<file path="config.mk">
export PLATFORM = sky130hd
export DESIGN_NAME = memshare_alloc_sched_flat
export DESIGN_NICKNAME = d
export VERILOG_FILES = /design/src/rtl/memshare_alloc_sched_if.sv /design/src/rtl/memshare_alloc_sched.sv /design/src/flat_wrapper.sv
export SDC_FILE = /design/constraint.sdc
export NUM_CORES = 1
export LEC_CHECK = 0
export CORE_MARGIN = 2
export CORE_UTILIZATION = 49
export DETAILED_ROUTE_END_ITERATION = 12
export PLACE_DENSITY = 0.78
export REMOVE_ABC_BUFFERS = 1
export SETUP_SLACK_MARGIN = 0.4
export SYNTH_ARGS = -nofsm -noshare
export SYNTH_HDL_FRONTEND = slang
export SYNTH_SLANG_ARGS = --single-unit
</file>
<file path="constraint.sdc">
create_clock -name sys_clk -period 2.63 [get_ports sys_clk]
set_input_delay 0.526 -clock sys_clk [delete_from_list [all_inputs] [get_ports sys_clk]]
set_output_delay 0.526 -clock sys_clk [all_outputs]
set_load 0.05 [all_outputs]
</file>
<file path="src/rtl/memshare_alloc_sched_if.sv">
// Request/allocation bus of the shared message-memory allocation scheduler.
// The scheduler takes the slave side; whoever feeds requests takes the master side.
interface memshare_alloc_sched_if #(
    parameter int RQST_W      = 8,
    parameter int QUEUE_DEPTH = 4
);
    logic                         rqst_valid_i;
    logic                         rqst_ready_o;
    logic [RQST_W-1:0]            rqst_shift_i;
    logic                         alloc_valid_o;
    logic [RQST_W-1:0]            alloc_shift_o;
    logic                         alloc_seq_o;
    logic                         alloc_last_o;
    logic                         isGtr_o;
    logic                         pipeCycle_begin_o;
    logic [$clog2(QUEUE_DEPTH):0] occupancy_o;
    logic [7:0]                   bubble_cnt_o;

    modport slave (
        input  rqst_valid_i, rqst_shift_i,
        output rqst_ready_o, alloc_valid_o, alloc_shift_o, alloc_seq_o, alloc_last_o,
               isGtr_o, pipeCycle_begin_o, occupancy_o, bubble_cnt_o
    );

    modport master (
        output rqst_valid_i, rqst_shift_i,
        input  rqst_ready_o, alloc_valid_o, alloc_shift_o, alloc_seq_o, alloc_last_o,
               isGtr_o, pipeCycle_begin_o, occupancy_o, bubble_cnt_o
    );
endinterface

</file>
<file path="src/rtl/memshare_alloc_sched.sv">
// Allocation-sequence scheduler for the layered LDPC shared message memory: queues shift
// requests and issues one or two allocation sequences each, aligned to the pipeline-cycle phase.
module memshare_alloc_sched #(
    parameter int RQST_W      = 8,
    parameter int SPLIT_THR   = 64,
    parameter int QUEUE_DEPTH = 4,
    parameter int PIPE_LEN    = 4
) (
    input  logic                  sys_clk,
    input  logic                  rstn,
    memshare_alloc_sched_if.slave bus
);
    localparam int AW = $clog2(QUEUE_DEPTH);
    localparam int CW = AW + 1;
    localparam int PW = $clog2(PIPE_LEN);
    localparam logic [RQST_W-1:0] THR     = RQST_W'(SPLIT_THR);
    localparam logic [RQST_W-1:0] THR_M1  = RQST_W'(SPLIT_THR - 1);
    localparam logic [PW-1:0]     PH_LAST = PW'(PIPE_LEN - 1);
    localparam logic [CW-1:0]     DEPTH   = CW'(QUEUE_DEPTH);

    typedef enum logic [1:0] {S_IDLE, S_BUBBLE, S_SHIFT_GEN, S_SEQ2} state_t;

    logic [RQST_W-1:0] mem_r [QUEUE_DEPTH];
    logic [AW-1:0]     wr_ptr_r, rd_ptr_r;
    logic [CW-1:0]     count_r;
    logic [PW-1:0]     phase_r, nph_s;
    logic [RQST_W-1:0] work_shift_r, head_s;
    logic              work_gtr_r, head_gtr_s;
    logic [7:0]        bubble_cnt_r;
    state_t            state_r, state_d;
    logic              push_s, pop_s, done_s, ready_s;
    logic              alloc_valid_s, alloc_seq_s, alloc_last_s, is_gtr_s;
    logic [RQST_W-1:0] alloc_shift_s;

    assign head_s     = mem_r[rd_ptr_r];
    assign head_gtr_s = (head_s >= THR);
    assign nph_s      = (phase_r == PH_LAST) ? '0 : phase_r + PW'(1);
    // Readiness looks only at the registered count, so a pop never unblocks a full queue early.
    assign ready_s    = (count_r < DEPTH);
    assign push_s     = bus.rqst_valid_i && ready_s;

    assign bus.rqst_ready_o      = ready_s;
    assign bus.alloc_valid_o     = alloc_valid_s;
    assign bus.alloc_shift_o     = alloc_shift_s;
    assign bus.alloc_seq_o       = alloc_seq_s;
    assign bus.alloc_last_o      = alloc_last_s;
    assign bus.isGtr_o           = is_gtr_s;
    assign bus.pipeCycle_begin_o = (phase_r == '0);
    assign bus.occupancy_o       = count_r;
    assign bus.bubble_cnt_o      = bubble_cnt_r;

    // Request storage; no reset needed because the pointers define validity.
    always_ff @(posedge sys_clk) begin
        if (push_s) begin
            mem_r[wr_ptr_r] <= bus.rqst_shift_i;
        end
    end

    // Queue pointers, occupancy, phase, working request and bubble counter.
    always_ff @(posedge sys_clk) begin
        if (!rstn) begin
            wr_ptr_r     <= '0;
            rd_ptr_r     <= '0;
            count_r      <= '0;
            phase_r      <= '0;
            work_shift_r <= '0;
            work_gtr_r   <= 1'b0;
            bubble_cnt_r <= 8'd0;
        end else begin
            phase_r <= nph_s;
            if (push_s) begin
                wr_ptr_r <= wr_ptr_r + AW'(1);
            end
            if (pop_s) begin
                rd_ptr_r     <= rd_ptr_r + AW'(1);
                work_shift_r <= head_s;
                work_gtr_r   <= head_gtr_s;
            end
            if (push_s && !pop_s) begin
                count_r <= count_r + CW'(1);
            end else if (pop_s && !push_s) begin
                count_r <= count_r - CW'(1);
            end
            if ((state_d == S_BUBBLE) && (bubble_cnt_r != 8'hFF)) begin
                bubble_cnt_r <= bubble_cnt_r + 8'd1;
            end
        end
    end

    // Scheduler state register.
    always_ff @(posedge sys_clk) begin
        if (!rstn) begin
            state_r <= S_IDLE;
        end else begin
            state_r <= state_d;
        end
    end

    // Next-state, pop decision and Moore output decode.
    always_comb begin
        state_d       = state_r;
        pop_s         = 1'b0;
        done_s        = 1'b0;
        alloc_valid_s = 1'b0;
        alloc_shift_s = '0;
        alloc_seq_s   = 1'b0;
        alloc_last_s  = 1'b0;
        is_gtr_s      = 1'b0;
        case (state_r)
            S_IDLE: begin
                done_s = 1'b1;
            end
            S_BUBBLE: begin
                pop_s   = 1'b1;
                state_d = S_SHIFT_GEN;
            end
            S_SHIFT_GEN: begin
                alloc_valid_s = 1'b1;
                alloc_shift_s = work_gtr_r ? THR_M1 : work_shift_r;
                alloc_last_s  = ~work_gtr_r;
                is_gtr_s      = work_gtr_r;
                if (work_gtr_r) begin
                    state_d = S_SEQ2;
                end else begin
                    done_s = 1'b1;
                end
            end
            S_SEQ2: begin
                alloc_valid_s = 1'b1;
                alloc_shift_s = work_shift_r - THR;
                alloc_seq_s   = 1'b1;
                alloc_last_s  = 1'b1;
                done_s        = 1'b1;
            end
            default: begin
                state_d = S_IDLE;
            end
        endcase
        // A split request may only start where its second sequence still lands before phase 0.
        if (done_s) begin
            if (count_r == '0) begin
                state_d = S_IDLE;
            end else if (head_gtr_s && (nph_s == PH_LAST)) begin
                state_d = S_BUBBLE;
            end else begin
                pop_s   = 1'b1;
                state_d = S_SHIFT_GEN;
            end
        end else begin
            pop_s = pop_s;
        end
    end
endmodule

</file>
<file path="src/flat_wrapper.sv">
// flat-port wrapper written by rule: the top's interface ports become plain ports
module memshare_alloc_sched_flat 
#(
    parameter int RQST_W      = 8,
    parameter int SPLIT_THR   = 64,
    parameter int QUEUE_DEPTH = 4,
    parameter int PIPE_LEN    = 4
)
  (sys_clk, rstn, bus_rqst_valid_i, bus_rqst_shift_i, bus_rqst_ready_o, bus_alloc_valid_o, bus_alloc_shift_o, bus_alloc_seq_o, bus_alloc_last_o, bus_isGtr_o, bus_pipeCycle_begin_o, bus_occupancy_o, bus_bubble_cnt_o);
  memshare_alloc_sched_if #(.RQST_W(RQST_W), .QUEUE_DEPTH(QUEUE_DEPTH)) bus_i ();
  input  logic sys_clk;
  input  logic rstn;
  input wire logic [$bits(bus_i.rqst_valid_i)-1:0] bus_rqst_valid_i;
  input wire logic [$bits(bus_i.rqst_shift_i)-1:0] bus_rqst_shift_i;
  output wire logic [$bits(bus_i.rqst_ready_o)-1:0] bus_rqst_ready_o;
  output wire logic [$bits(bus_i.alloc_valid_o)-1:0] bus_alloc_valid_o;
  output wire logic [$bits(bus_i.alloc_shift_o)-1:0] bus_alloc_shift_o;
  output wire logic [$bits(bus_i.alloc_seq_o)-1:0] bus_alloc_seq_o;
  output wire logic [$bits(bus_i.alloc_last_o)-1:0] bus_alloc_last_o;
  output wire logic [$bits(bus_i.isGtr_o)-1:0] bus_isGtr_o;
  output wire logic [$bits(bus_i.pipeCycle_begin_o)-1:0] bus_pipeCycle_begin_o;
  output wire logic [$bits(bus_i.occupancy_o)-1:0] bus_occupancy_o;
  output wire logic [$bits(bus_i.bubble_cnt_o)-1:0] bus_bubble_cnt_o;
  assign bus_i.rqst_valid_i = bus_rqst_valid_i;
  assign bus_i.rqst_shift_i = bus_rqst_shift_i;
  assign bus_rqst_ready_o = bus_i.rqst_ready_o;
  assign bus_alloc_valid_o = bus_i.alloc_valid_o;
  assign bus_alloc_shift_o = bus_i.alloc_shift_o;
  assign bus_alloc_seq_o = bus_i.alloc_seq_o;
  assign bus_alloc_last_o = bus_i.alloc_last_o;
  assign bus_isGtr_o = bus_i.isGtr_o;
  assign bus_pipeCycle_begin_o = bus_i.pipeCycle_begin_o;
  assign bus_occupancy_o = bus_i.occupancy_o;
  assign bus_bubble_cnt_o = bus_i.bubble_cnt_o;
  memshare_alloc_sched #(.RQST_W(RQST_W), .SPLIT_THR(SPLIT_THR), .QUEUE_DEPTH(QUEUE_DEPTH), .PIPE_LEN(PIPE_LEN)) u_core (.sys_clk(sys_clk), .rstn(rstn), .bus(bus_i));
endmodule
</file>
==> flow_metrics.py <==
metrics = {
    "drt": {
        "dr.pass1.iters": 5,
        "highest_layer": "met4",
        "wl_met1_mm": 2.33,
        "wire_per_inst_um": 14.6,
        "drtAntennaViolNets": 0,
        "vias_per_cell": 5.21,
        "drc": 0,
        "wl_met2_mm": 2.66,
        "drt_iter0_drc": 89,
        "num_vias": 1870,
        "wl_met3_um": 192,
        "wirelength_mm": 5.24,
    },
    "critical_path": {
        "path_class": "flop to flop",
        "cpMaxStageDelayCell": "dfxtp_4",
        "crit_buf_inv": 2,
        "crit_path_start_kind": "flop",
        "cp_max_fo": 5,
        "cp.required_ps": 2880,
        "cp_cell_sequence": "inv_4 > ha_4 > nor2b_4 > o21a_1 > a31oi_2 > ha_2 > inv_2 > fa_2 > xor2_1 > or3_1 > a21oi_1",
        "arrival_ps": 2590,
        "endpoint_kind": "flop",
        "cpPeakStageDelay_ps": 390,
        "r2r_cells": 11,
        "cpLargestDelayFamily": "adder cells",
        "cp.depth": 11,
    },
    "place": {
        "numPortBuffers": 35,
        "routabilityCongestion": 0.768,
        "hpwl_mm": 3.41,
        "preCtsSetupSlack_ps": 40.2,
        "dpl_cell_area_um2": 3190,
        "placed_cells": 332,
    },
    "clock_network": {
        "htree_levels": 3,
        "clk_pin_slew_ps": 70,
        "clockBufferDepth": 2,
        "clock_sinks": 62,
        "clkLatencyLatePin_ps": 340,
        "cts-hold-fix-buffers": 0,
        "cts_root_buf": "clkbuf_8",
        "numCtsBuffers": 9,
        "cts_tree": "yes",
    },
    "power": {
        "powerDensity_nw_per_um2": 1050,
        "total_power_uw": 3720,
        "p_leak_uw": 0.00137,
        "ir_drop_uv": 502,
    },
    "layout": {
        "nNetsFinal": 306,
        "fin_area_um2": 3530,
        "instances_no_fill": 359,
        "antenna_cells": 0,
        "drive_gt1_share_pct": 26.1,
        "nFillCells": 409,
        "utilization_pct": 64.2,
        "area_growth_pct": 26.9,
    },
    "grt": {
        "grt_usage_pct": 17.2,
        "grt_pass1_vias": 1688,
        "grt_max_degree": 17,
        "grt_pass1_wl_mm": 8.00,
        "antenna_found_initial": 0,
        "overflow": 0,
    },
    "status": {
        "outcome": "finished, final reports clean",
    },
    "min_path": {
        "worst_hold_path_type": "flop to flop",
        "hold_depth": 1,
    },
    "yosys": {
        "yosysUniqueCellTypes": 44,
        "synth_warnings": 0,
        "synthCells": 229,
        "synth-edff-count": 32,
        "synth_area_leaders": "edfxtp_1 (34%), dfxtp_1 (22%), mux4_1 (5.7%)",
        "syn_area_um2": 2790,
        "ys_async_sr_fraction_pct": 0,
        "netlist.top_cell.by_area": "edfxtp_1",
        "ys_ff_latch": 62,
        "syn_avg_cell_area_um2": 12.2,
        "synthTopCellsByCount": "edfxtp_1 (32), dfxtp_1 (30), nand2_1 (23)",
        "seq_area_frac_synth_pct": 56.0,
        "synth_top_area_share_pct": 34.5,
        "synthFlopType": "edfxtp_1",
        "yosysMostFrequentCell": "edfxtp_1",
    },
    "floorplanning": {
        "io_pins": 36,
        "die_width_um": 79.4,
        "start_util_pct": 50.6,
        "die_area_um2": 6310,
        "fp-row-count": 27,
        "die_y_um": 79.4,
        "core-area_um2": 5510,
    },
    "flow_run": {
        "maxCapViolCount": 0,
    },
    "sta": {
        "relSlewSlack_pct": 66.9,
        "worst_slew_pin_slew_ps": 493,
        "maxSlewViolCount": 0,
        "setup_violations": 0,
        "min_period_ps": 2340,
        "clock_skew_ps": 8.39,
        "post-route-worst-setup-slack_ps": 289,
        "hold_viol": 0,
        "rsz0062_at_grt": "true",
        "fmax_mhz": 427,
        "finalCritPeriodShare_pct": 89.0,
    },
}
[per-stage QoR]
step	setup TNS (ps)	hold slack, ps
2_1_floorplan	-366	425
6_report	0	449
4_1_cts	0	453
3_5_place_dp	0	444
3_3_place_gp	0	438
5_1_grt	0	456
[final timing paths]
path | slack [ps] | start | to
worst max register to register | 290 | u_core.state_r[0] | u_core.bus.occupancy_o[2]
worst max-delay path | 290 | u_core.state_r[0] | u_core.bus.occupancy_o[2]
worst min-delay path | 450 | u_core.phase_r[0] | u_core.phase_r[0]
worst min register to register | 450 | u_core.phase_r[0] | u_core.phase_r[0]
[metal layers]
layer  GRT usage [%]  vias up
li1                -      936
met1            21.3      894
met2            27.5       36
met3            5.77        4
met4            7.24        0
met5               0        -
[state kept, by name, summed over array words and instances, names as in the netlist, named ones only]
| signal | flops |
|---|---|
| u_core.work_shift_r | 8 |
| u_core.rd_ptr_r | 2 |
| u_core.state_r | 2 |
| u_core.bus.occupancy_o | 3 |
| u_core.mem_r | 32 |
| u_core.work_gtr_r | 1 |
| u_core.phase_r | 2 |
| u_core.bus.bubble_cnt_o | 8 |
| u_core.wr_ptr_r | 2 |
[logic make-up after synthesis]
kind of cell             share of synthesized area [%]
AO/OA/AOI/OAI                                     7.77
XOR/XNOR                                          1.26
adder cells (fa/ha/maj)                           6.11
buffers and inverters                             4.13
flip-flops                                        56.0
multiplexers                                      11.3
AND/OR/NAND/NOR                                   13.4
[where the power goes]
group / switching (µW) / total (µW) / leakage (µW) / internal [µW]
Clock: 385 / 727 / 0.0000816 / 342
Combinational: 914 / 1640 / 0.000744 / 730
Sequential: 145 / 1350 / 0.000540 / 1210
Total: 1440 / 3720 / 0.00137 / 2280
[area by class of cell]
type | count | area [µm²] | share of cell area (%)
multi-input cells | 144 | 1180 | 33.4
clock inverters | 7 | 50.0 | 1.42
well taps | 72 | 90.1 | 2.55
inverters | 14 | 55.1 | 1.56
clock buffers | 9 | 124 | 3.50
repair buffers | 51 | 465 | 13.2
flip-flops and latches | 62 | 1570 | 44.4
[cells in the final DEF, fill, tap and decap left out, types with 9 or more instances in the layout]
cell type | Yosys | layout
a21oi_1 | 11 | 11
clkbuf_8 | 1 | 9
inv_1 | 13 | 11
dfxtp_1 | 30 | 28
nand2_2 | 0 | 9
buf_4 | 1 | 15
nand2_1 | 23 | 14
mux2i_1 | 10 | 10
clkdlybuf4s50_1 | 0 | 22
edfxtp_1 | 32 | 32
nor2_1 | 18 | 18
[repair_timing]
| item | CTS | global route |
|---|---|---|
| buffers inserted | 3 | 8 |
| pin swaps | 3 | 11 |
| gates resized for setup | 26 | 35 |
| setup endpoints to repair | 19 | 18 |
No activity file was read; power rests on OpenSTA's default activity.
